==> config.mk <==
export PLATFORM = sky130hd
export DESIGN_NAME = ysyx_23060184_lsu_flat
export DESIGN_NICKNAME = d
export VERILOG_FILES = /design/src/rtl/ysyx_23060184_lsu_if.sv /design/src/rtl/ysyx_23060184_lsu.sv /design/src/flat_wrapper.sv
export SDC_FILE = /design/constraint.sdc
export NUM_CORES = 1
export LEC_CHECK = 0
export CORE_ASPECT_RATIO = 1.2
export CORE_MARGIN = 4
export CORE_UTILIZATION = 26
export DETAILED_ROUTE_END_ITERATION = 6
export PLACE_DENSITY = 0.49
export SLEW_MARGIN = 20
export SYNTH_ARGS = -nofsm -noshare
export SYNTH_HDL_FRONTEND = slang
export SYNTH_SLANG_ARGS = --single-unit
export TNS_END_PERCENT = 1
==> constraint.sdc <==
create_clock -name clk -period 5.8 [get_ports clk]
set_input_delay 0.87 -clock clk [delete_from_list [all_inputs] [get_ports clk]]
set_output_delay 0.87 -clock clk [all_outputs]
set_load 0.01 [all_outputs]
==> src/rtl/ysyx_23060184_lsu_if.sv <==
// AXI4-Lite-style data-memory port between the LSU (master) and memory (slave).
interface ysyx_23060184_lsu_if #(
    parameter int DATA_WIDTH = 32
);
    logic [DATA_WIDTH-1:0] araddr;
    logic                  arvalid;
    logic                  arready;
    logic [DATA_WIDTH-1:0] rdata;
    logic [1:0]            rresp;
    logic                  rvalid;
    logic                  rready;
    logic [DATA_WIDTH-1:0] awaddr;
    logic                  awvalid;
    logic                  awready;
    logic [DATA_WIDTH-1:0] wdata;
    logic [3:0]            wstrb;
    logic                  wvalid;
    logic                  wready;
    logic [1:0]            bresp;
    logic                  bvalid;
    logic                  bready;

    modport master (
        output araddr, arvalid, rready, awaddr, awvalid, wdata, wstrb, wvalid, bready,
        input  arready, rdata, rresp, rvalid, awready, wready, bresp, bvalid
    );

    modport slave (
        input  araddr, arvalid, rready, awaddr, awvalid, wdata, wstrb, wvalid, bready,
        output arready, rdata, rresp, rvalid, awready, wready, bresp, bvalid
    );
endinterface

==> src/rtl/ysyx_23060184_lsu.sv <==
// Memory-stage load/store unit: runs one bus transaction per instruction, aligns and
// extends load data, and hands the result to writeback with a valid/ready handshake.
module ysyx_23060184_lsu #(
    parameter int DATA_WIDTH = 32
) (
    input  logic                  clk,
    input  logic                  resetn,
    input  logic                  InValidM,
    input  logic                  MemReadM,
    input  logic                  MemWriteM,
    input  logic [2:0]            RopcodeM,
    input  logic [3:0]            WmaskM,
    input  logic [DATA_WIDTH-1:0] ALUResultM,
    input  logic [DATA_WIDTH-1:0] WriteDataM,
    input  logic                  Wready,
    output logic                  Mready,
    output logic                  Mvalid,
    output logic [DATA_WIDTH-1:0] ReadDataM,
    output logic                  MisalignM,
    output logic                  AccessFaultM,
    ysyx_23060184_lsu_if.master   dmem
);

    typedef enum logic [2:0] {
        IDLE,
        RD_ADDR,
        RD_DATA,
        WR_REQ,
        WR_RESP,
        DONE
    } state_t;

    state_t                state, state_n, entry_state;
    logic                  accept, new_mis;
    logic                  aw_fire, w_fire, aw_done, w_done, aw_done_n, w_done_n;
    logic [1:0]            addr_lo_q;
    logic [2:0]            rop_q;
    logic [DATA_WIDTH-1:0] load_shift, load_ext, rd_data_n;
    logic                  mis_n, fault_n;

    assign Mready = (state == IDLE) | ((state == DONE) & Wready);
    assign accept = InValidM & Mready;

    // Decode of the instruction presented on the EX/MEM outputs; read wins over write.
    always_comb begin
        new_mis = 1'b0;
        if (MemReadM) begin
            case (RopcodeM)
                3'b001, 3'b101: new_mis = ALUResultM[0];
                3'b010:         new_mis = |ALUResultM[1:0];
                default:        new_mis = 1'b0;
            endcase
        end else if (MemWriteM) begin
            case (WmaskM)
                4'b0011: new_mis = ALUResultM[0];
                4'b1111: new_mis = |ALUResultM[1:0];
                default: new_mis = 1'b0;
            endcase
        end
        if (new_mis)        entry_state = DONE;
        else if (MemReadM)  entry_state = RD_ADDR;
        else if (MemWriteM) entry_state = WR_REQ;
        else                entry_state = DONE;
    end

    always_comb begin
        load_shift = dmem.rdata >> {addr_lo_q, 3'b000};
        case (rop_q)
            3'b000:  load_ext = {{(DATA_WIDTH-8){load_shift[7]}}, load_shift[7:0]};
            3'b001:  load_ext = {{(DATA_WIDTH-16){load_shift[15]}}, load_shift[15:0]};
            3'b100:  load_ext = {{(DATA_WIDTH-8){1'b0}}, load_shift[7:0]};
            3'b101:  load_ext = {{(DATA_WIDTH-16){1'b0}}, load_shift[15:0]};
            default: load_ext = dmem.rdata;
        endcase
    end

    always_comb begin
        state_n   = state;
        aw_fire   = dmem.awvalid & dmem.awready;
        w_fire    = dmem.wvalid & dmem.wready;
        aw_done_n = 1'b0;
        w_done_n  = 1'b0;
        case (state)
            IDLE:    if (InValidM) state_n = entry_state;
            RD_ADDR: if (dmem.arready) state_n = RD_DATA;
            RD_DATA: if (dmem.rvalid) state_n = DONE;
            WR_REQ: begin
                aw_done_n = aw_done | aw_fire;
                w_done_n  = w_done | w_fire;
                if (aw_done_n && w_done_n) state_n = WR_RESP;
            end
            WR_RESP: if (dmem.bvalid) state_n = DONE;
            DONE:    if (Wready) state_n = InValidM ? entry_state : IDLE;
            default: state_n = IDLE;
        endcase
    end

    // Result registers hold while DONE waits, clear when leaving it, and reload on
    // each completion (including a DONE->DONE back-to-back non-memory instruction).
    always_comb begin
        rd_data_n = ReadDataM;
        mis_n     = MisalignM;
        fault_n   = AccessFaultM;
        if (state_n != DONE) begin
            rd_data_n = '0;
            mis_n     = 1'b0;
            fault_n   = 1'b0;
        end
        if (accept && entry_state == DONE) begin
            rd_data_n = '0;
            mis_n     = new_mis;
            fault_n   = 1'b0;
        end
        if (state == RD_DATA && dmem.rvalid) begin
            fault_n   = |dmem.rresp;
            rd_data_n = fault_n ? '0 : load_ext;
            mis_n     = 1'b0;
        end
        if (state == WR_RESP && dmem.bvalid) begin
            fault_n   = |dmem.bresp;
            rd_data_n = '0;
            mis_n     = 1'b0;
        end
    end

    always_ff @(posedge clk or negedge resetn) begin
        if (!resetn) state <= IDLE;
        else         state <= state_n;
    end

    always_ff @(posedge clk or negedge resetn) begin
        if (!resetn) begin
            aw_done      <= 1'b0;
            w_done       <= 1'b0;
            addr_lo_q    <= '0;
            rop_q        <= '0;
            dmem.araddr  <= '0;
            dmem.arvalid <= 1'b0;
            dmem.rready  <= 1'b0;
            dmem.awaddr  <= '0;
            dmem.awvalid <= 1'b0;
            dmem.wdata   <= '0;
            dmem.wstrb   <= '0;
            dmem.wvalid  <= 1'b0;
            dmem.bready  <= 1'b0;
            Mvalid       <= 1'b0;
            ReadDataM    <= '0;
            MisalignM    <= 1'b0;
            AccessFaultM <= 1'b0;
        end else begin
            aw_done      <= aw_done_n;
            w_done       <= w_done_n;
            dmem.arvalid <= (state_n == RD_ADDR);
            dmem.rready  <= (state_n == RD_DATA);
            dmem.awvalid <= (state_n == WR_REQ) && !aw_done_n;
            dmem.wvalid  <= (state_n == WR_REQ) && !w_done_n;
            dmem.bready  <= (state_n == WR_RESP);
            Mvalid       <= (state_n == DONE);
            ReadDataM    <= rd_data_n;
            MisalignM    <= mis_n;
            AccessFaultM <= fault_n;
            if (accept) begin
                addr_lo_q <= ALUResultM[1:0];
                rop_q     <= RopcodeM;
                if (entry_state == RD_ADDR)
                    dmem.araddr <= {ALUResultM[DATA_WIDTH-1:2], 2'b00};
                if (entry_state == WR_REQ) begin
                    dmem.awaddr <= {ALUResultM[DATA_WIDTH-1:2], 2'b00};
                    dmem.wstrb  <= WmaskM << ALUResultM[1:0];
                    dmem.wdata  <= WriteDataM << {ALUResultM[1:0], 3'b000};
                end
            end
        end
    end

endmodule

==> src/flat_wrapper.sv <==
// flat-port wrapper written by rule: the top's interface ports become plain ports
module ysyx_23060184_lsu_flat 
#(
    parameter int DATA_WIDTH = 32
)
  (clk, resetn, InValidM, MemReadM, MemWriteM, RopcodeM, WmaskM, ALUResultM, WriteDataM, Wready, Mready, Mvalid, ReadDataM, MisalignM, AccessFaultM, dmem_araddr, dmem_arvalid, dmem_rready, dmem_awaddr, dmem_awvalid, dmem_wdata, dmem_wstrb, dmem_wvalid, dmem_bready, dmem_arready, dmem_rdata, dmem_rresp, dmem_rvalid, dmem_awready, dmem_wready, dmem_bresp, dmem_bvalid);
  ysyx_23060184_lsu_if #(.DATA_WIDTH(DATA_WIDTH)) dmem_i ();
  input  logic clk;
  input  logic resetn;
  input  logic InValidM;
  input  logic MemReadM;
  input  logic MemWriteM;
  input  logic [2:0] RopcodeM;
  input  logic [3:0] WmaskM;
  input  logic [DATA_WIDTH-1:0] ALUResultM;
  input  logic [DATA_WIDTH-1:0] WriteDataM;
  input  logic Wready;
  output logic Mready;
  output logic Mvalid;
  output logic [DATA_WIDTH-1:0] ReadDataM;
  output logic MisalignM;
  output logic AccessFaultM;
  output wire logic [$bits(dmem_i.araddr)-1:0] dmem_araddr;
  output wire logic [$bits(dmem_i.arvalid)-1:0] dmem_arvalid;
  output wire logic [$bits(dmem_i.rready)-1:0] dmem_rready;
  output wire logic [$bits(dmem_i.awaddr)-1:0] dmem_awaddr;
  output wire logic [$bits(dmem_i.awvalid)-1:0] dmem_awvalid;
  output wire logic [$bits(dmem_i.wdata)-1:0] dmem_wdata;
  output wire logic [$bits(dmem_i.wstrb)-1:0] dmem_wstrb;
  output wire logic [$bits(dmem_i.wvalid)-1:0] dmem_wvalid;
  output wire logic [$bits(dmem_i.bready)-1:0] dmem_bready;
  input wire logic [$bits(dmem_i.arready)-1:0] dmem_arready;
  input wire logic [$bits(dmem_i.rdata)-1:0] dmem_rdata;
  input wire logic [$bits(dmem_i.rresp)-1:0] dmem_rresp;
  input wire logic [$bits(dmem_i.rvalid)-1:0] dmem_rvalid;
  input wire logic [$bits(dmem_i.awready)-1:0] dmem_awready;
  input wire logic [$bits(dmem_i.wready)-1:0] dmem_wready;
  input wire logic [$bits(dmem_i.bresp)-1:0] dmem_bresp;
  input wire logic [$bits(dmem_i.bvalid)-1:0] dmem_bvalid;
  assign dmem_araddr = dmem_i.araddr;
  assign dmem_arvalid = dmem_i.arvalid;
  assign dmem_rready = dmem_i.rready;
  assign dmem_awaddr = dmem_i.awaddr;
  assign dmem_awvalid = dmem_i.awvalid;
  assign dmem_wdata = dmem_i.wdata;
  assign dmem_wstrb = dmem_i.wstrb;
  assign dmem_wvalid = dmem_i.wvalid;
  assign dmem_bready = dmem_i.bready;
  assign dmem_i.arready = dmem_arready;
  assign dmem_i.rdata = dmem_rdata;
  assign dmem_i.rresp = dmem_rresp;
  assign dmem_i.rvalid = dmem_rvalid;
  assign dmem_i.awready = dmem_awready;
  assign dmem_i.wready = dmem_wready;
  assign dmem_i.bresp = dmem_bresp;
  assign dmem_i.bvalid = dmem_bvalid;
  ysyx_23060184_lsu #(.DATA_WIDTH(DATA_WIDTH)) u_core (.clk(clk), .resetn(resetn), .InValidM(InValidM), .MemReadM(MemReadM), .MemWriteM(MemWriteM), .RopcodeM(RopcodeM), .WmaskM(WmaskM), .ALUResultM(ALUResultM), .WriteDataM(WriteDataM), .Wready(Wready), .Mready(Mready), .Mvalid(Mvalid), .ReadDataM(ReadDataM), .MisalignM(MisalignM), .AccessFaultM(AccessFaultM), .dmem(dmem_i));
endmodule
== Word level (Yosys, flattened, before mapping) ==
Cells that the tools add are included.

* Flip-flop bits (word level): 146
* Input port bits: 118
* Output and inout port bits: 141

* Bitwise logic cells: 7
* Equal/unequal tests: 22
* Muxes and demuxes: 30
* Reduce and logical (&&, ||, !) cells: 17
* Shift-type cells: 3

{| class="wikitable"
|+ Operators with widths
! kind !! number
|-
| 32-bit 2-to-1 mux || 5
|-
| 32-bit case mux with 4 select lines || 1
|-
| 32-bit by 5-bit << shifter with 32-bit output || 1
|-
| 32-bit by 5-bit right shift with 16-bit output || 1
|-
| 3-bit 2-to-1 mux || 10
|-
| 3-bit equality test, second input constant || 8
|-
| 3-bit by 2-bit equality test with 1-bit output, second input constant || 6
|-
| 3-bit case mux with 6 select lines || 1
|-
| 3-bit by 1-bit equality test with 1-bit output, second input constant || 5
|-
| 1-bit 2-to-1 mux || 11
|-
| 2-bit OR reduction || 4
|-
| 1-bit logical AND || 6
|-
| 3-bit zero test || 2
|-
| 1-bit bitwise AND || 4
|-
| 4-bit by 2-bit equality test with 1-bit output, second input constant || 1
|-
| 4-bit equality test, second input constant || 1
|-
| 1-bit case mux with 2 select lines || 2
|-
| 2-bit AND reduction || 2
|-
| 4-bit nonzero test || 1
|-
| 4-bit by 2-bit << shifter with 4-bit output || 1
|-
| 3-bit inequality test, second input constant || 1
|-
| 1-bit bitwise OR || 3
|-
| 1-bit zero test || 2
|}

== Depth between registers and ports, before layout ==
* Depth after elaboration: 13
* Depth in mapped cells: 9
* Mapped depth without buffers: 6

== Least setup slack after synthesis ==
OpenSTA, ideal clock, no wires.

* Path kind: in2reg
* Start: input Wready
* End: register u_core.dmem.awaddr[27]
* Arrival time: 2.262 ns
* Data required time: 5.675 ns
* Path slack: 3.414 ns
* Stages on the path: 7
* Library setup time: 0.125 ns
* Cell sequence: and3_1 > o21ai_2 > or3_1 > clkbuf_1 > buf_2 > buf_6 > mux2_2

* Longest elaborated chain between the ends: 4

{| class="wikitable"
|+ RTL lines
! element !! line !! RTL
|-
| from (decl) || flat_wrapper.sv:17 || <nowiki>input logic Wready;</nowiki>
|-
| 1-bit bitwise AND || ysyx_23060184_lsu.sv:41 || <nowiki>assign Mready = (state == IDLE) | ((state == DONE) & Wready);</nowiki>
|-
| 1-bit bitwise OR || ysyx_23060184_lsu.sv:41 ||
|-
| 1-bit bitwise AND || ysyx_23060184_lsu.sv:42 || <nowiki>assign accept = InValidM & Mready;</nowiki>
|-
| 2-bit AND reduction (no source line) || - ||
|-
| to (signal assigned) || ysyx_23060184_lsu.sv:168 || <nowiki>dmem.awaddr <= {ALUResultM[DATA_WIDTH-1:2], 2'b00};</nowiki>
|-
| to (decl) || ysyx_23060184_lsu_if.sv:24 || <nowiki>output araddr, arvalid, rready, awaddr, awvalid, wdata, wstrb, wvalid, bready,</nowiki>
|}

Every way passes these cells.
A chain may end at the register's enable or synchronous reset.

== Worst setup path after layout ==
* Start: input Wready
* End: output Mready

* Longest elaborated chain between the ends: 2

{| class="wikitable"
|+ RTL lines
! element !! line !! RTL
|-
| 1-bit bitwise AND || ysyx_23060184_lsu.sv:41 ||
|-
| 1-bit bitwise OR || ysyx_23060184_lsu.sv:41 ||
|-
| to (decl) || flat_wrapper.sv:18 || <nowiki>output logic Mready;</nowiki>
|}

Every way passes these cells.

==> results.py <==
metrics = {
    "global_route": {
        "antenna_found_initial": 1,
        "grt_pass1_vias": 5842,
        "grt_pass1_wl_um": 33800,
        "groute.usage.overall_pct": 15.2,
        "grt-ovfl-total": 0,
        "grt_start_max_net_pins": 96,
    },
    "timing": {
        "finalSetupViolCount": 0,
        "worstMarginPinSlew_ps": 1000,
        "clock_skew_ps": 12.3,
        "fin_crit_ps": 3200,
        "slew_viol_final": 0,
        "slew_headroom_pct": 32.7,
        "rsz0062_at_grt": "false",
        "tns_ps": 0,
        "period_share_pct": 55.1,
        "hold_viol_final": 0,
        "finalWorstSetupSlack_ps": 2600,
        "clock.fmax_ghz": 0.313,
    },
    "worst_setup_path": {
        "cp.required_ps": 4930,
        "critPathKind": "in -> out",
        "slowest_delay_ps": 570,
        "rrSetupSlack_ps": 2980,
        "worstPathMaxFanout": 3,
        "worstPathCellList": "clkdlybuf4s50_1, and3_1, nor2_1, nor2_1, clkdlybuf4s50_1",
        "crit_path_start_kind": "primary input",
        "r2r_end": "u_core.ReadDataM[29]",
        "arrival_ps": 2330,
        "crit_path_end_kind": "primary output",
        "cpMaxStageDelayCell": "clkdlybuf4s50_1",
        "reg2regPathDepth": 5,
        "r2r_start": "u_core.addr_lo_q[1]",
    },
    "cts": {
        "clockRootBuffer": "clkbuf_16",
        "cts_hold_buf": 0,
        "cts_sinks": 146,
        "clk_latency_ps": 420,
        "clk_pin_slew_worst_paths_ps": 60,
        "cts_resized": 0,
        "post_cts_buffers": 0,
        "cts_buffers": 17,
        "htreeDepth": 4,
        "clock_path_buffers": 2,
        "cts_tree": "yes",
    },
    "logic_synthesis": {
        "postSynthAreaPerCell_um2": 11.8,
        "syn_area_um2": 6630,
        "yosys.cell_types.count": 48,
        "synth_flop_cell": "dfrtp_1",
        "async_flop_share_pct": 100,
        "synth_warnings": 0,
        "synth_edf_count": 0,
        "synth_seq_cells": 146,
        "seq_area_frac_synth_pct": 55.1,
        "synthCells": 564,
    },
    "pwr": {
        "ir_worst_vdd_mv": 0.232,
        "pwr_density_cell_nw_per_um2": 454,
        "total_power_mw": 4.56,
        "power_leakage_nw": 4.21,
    },
    "hold_path": {
        "worstHoldEndpoint": "u_core.dmem.wdata[15]",
        "hp-class": "reg -> reg",
        "worstHoldStart": "u_core.dmem.wdata[15]",
        "whs_path_depth": 2,
    },
    "detailed_routing": {
        "routedWlPerCell_um": 18.8,
        "drt_iter0_drc": 207,
        "first_pass_iters": 4,
        "wl_um": 21500,
        "via_per_inst": 4.69,
        "vias": 5360,
        "ant_nets": 0,
        "drc": 0,
    },
    "run_status": {
        "status": "finished, final reports clean",
    },
    "floorplanning": {
        "dieArea_um2": 28100,
        "initial_core_util_pct": 26.6,
        "rows": 63,
        "core-area_um2": 24900,
        "io_pins": 259,
        "fp.dieH_um": 183,
        "die_x_um": 154,
    },
    "final_layout": {
        "syn_to_final_growth_pct": 51.4,
        "drive_above_1_share_pct": 15.8,
        "final_common_cell": "clkdlybuf4s50_1",
        "num-fill-cells": 2449,
        "final_cells": 1142,
        "nets": 921,
        "layout_common_cells": "252 x clkdlybuf4s50_1, 146 x dfrtp_1, 73 x mux2_2",
    },
    "placed_design": {
        "pre_cts_ws_ps": 2180,
        "place_hpwl_um": 15800,
        "dpl.cell_count": 1108,
        "io_buffers": 254,
        "globalplace.congestion": 0.866,
    },
    "flow_run": {
        "drv_cap": 0,
    },
}
report_power, final:
group	internal [mW]	switching [mW]	total, mW
Clock	0.613	0.486	1.10
Combinational	1.03	0.761	1.79
Sequential	1.38	0.283	1.67
Total	3.03	1.53	4.56
synth_stat cells, drive strengths merged, types with 2 or more instances:
library cell / count / share of area [%]
buf: 26 / 2.3
and3: 3 / 0.28
mux2: 75 / 13
and2: 3 / 0.28
a211oi: 10 / 1.1
o21ai: 36 / 2.8
nor2: 32 / 1.8
a221o: 22 / 3.5
nand2: 48 / 2.7
o2bb2ai: 4 / 0.53
nor3b: 2 / 0.23
o311a: 2 / 0.30
nand3: 2 / 0.15
nor2b: 14 / 1.3
or3: 2 / 0.19
nor3: 4 / 0.30
inv: 6 / 0.34
nand3b: 5 / 0.57
o31ai: 11 / 1.2
a21o: 2 / 0.23
clkbuf: 17 / 0.96
dfrtp: 146 / 55
a21oi: 28 / 2.1
mux2i: 28 / 4.2
a21boi: 6 / 0.68
a22o: 15 / 2.0
worst max-delay path by stage:
stage                  startpoint                      to  slack [ps]  cells after the start
global route               Wready                  Mready        2530                      5
global placement    ALUResultM[1]   u_core.dmem.wdata[28]        2230                      6
CTS                        Wready                  Mready        2590                      5
floorplan                  Wready  u_core.dmem.awaddr[27]        3410                      7
finish                     Wready                  Mready        2600                      5
detailed placement  ALUResultM[1]   u_core.dmem.wdata[29]        2180                      6
cell families (layout without fill, tap and decap cells):
kind of cell              after synthesis  in the layout  share of synthesized area, %
xor gates and xnor gates                1              1                         0.132
buffers and inverters                  49            298                          3.62
DFF                                   146            146                          55.1
and+or+nand+nor                       120            120                          8.42
muxes                                 103            103                          17.0
AOI/OAI and AO/OA                     144            144                          15.7
other                                   1              5                        0.0565
worst max-delay path, delay by kind of cell:
| kind | cells | cell delay [ps] |
|---|---|---|
| buf+inv | 2 | 1090 |
| simple gates | 3 | 370 |
registers in the layout, indices dropped and copies added (netlist names), 2 cells and up:
signal              count
u_core.ReadDataM       32
u_core.dmem.wdata      32
u_core.dmem.araddr     30
u_core.dmem.awaddr     30
u_core.dmem.wstrb       4
u_core.rop_q            3
u_core.state            3
u_core.addr_lo_q        2
through the flow:
step	cell area, um2	util [%]	hold slack, ps
6_report	10000	40.3	494
5_1_grt	10000	40.3	511
4_1_cts	10000	40.2	493
3_5_place_dp	9430	37.8	471
3_3_place_gp	9430	37.8	465
2_1_floorplan	6640	-	499
area by class of cell:
class	count	area [um2]	share of cell area, %
tap	325	407	4.05
clock inverter	15	164	1.63
timing repair buffer	260	2600	25.9
clock buffer	17	425	4.24
sequential	146	3650	36.4
multi-input combinational	372	2770	27.6
inverter	6	22.5	0.224
antenna	1	2.50	0.0249
routing by layer:
layer  GRT usage [%]  vias to the layer above  part of all wire, %
met2            25.1                      192                   48
met1            18.8                     2626                   42
met4            5.30                        0                  1.9
met3            5.19                       19                  7.9
li1                -                     2523                    -
met5               0                        -                    0
Note: power is estimated with default switching activity, not from simulation.
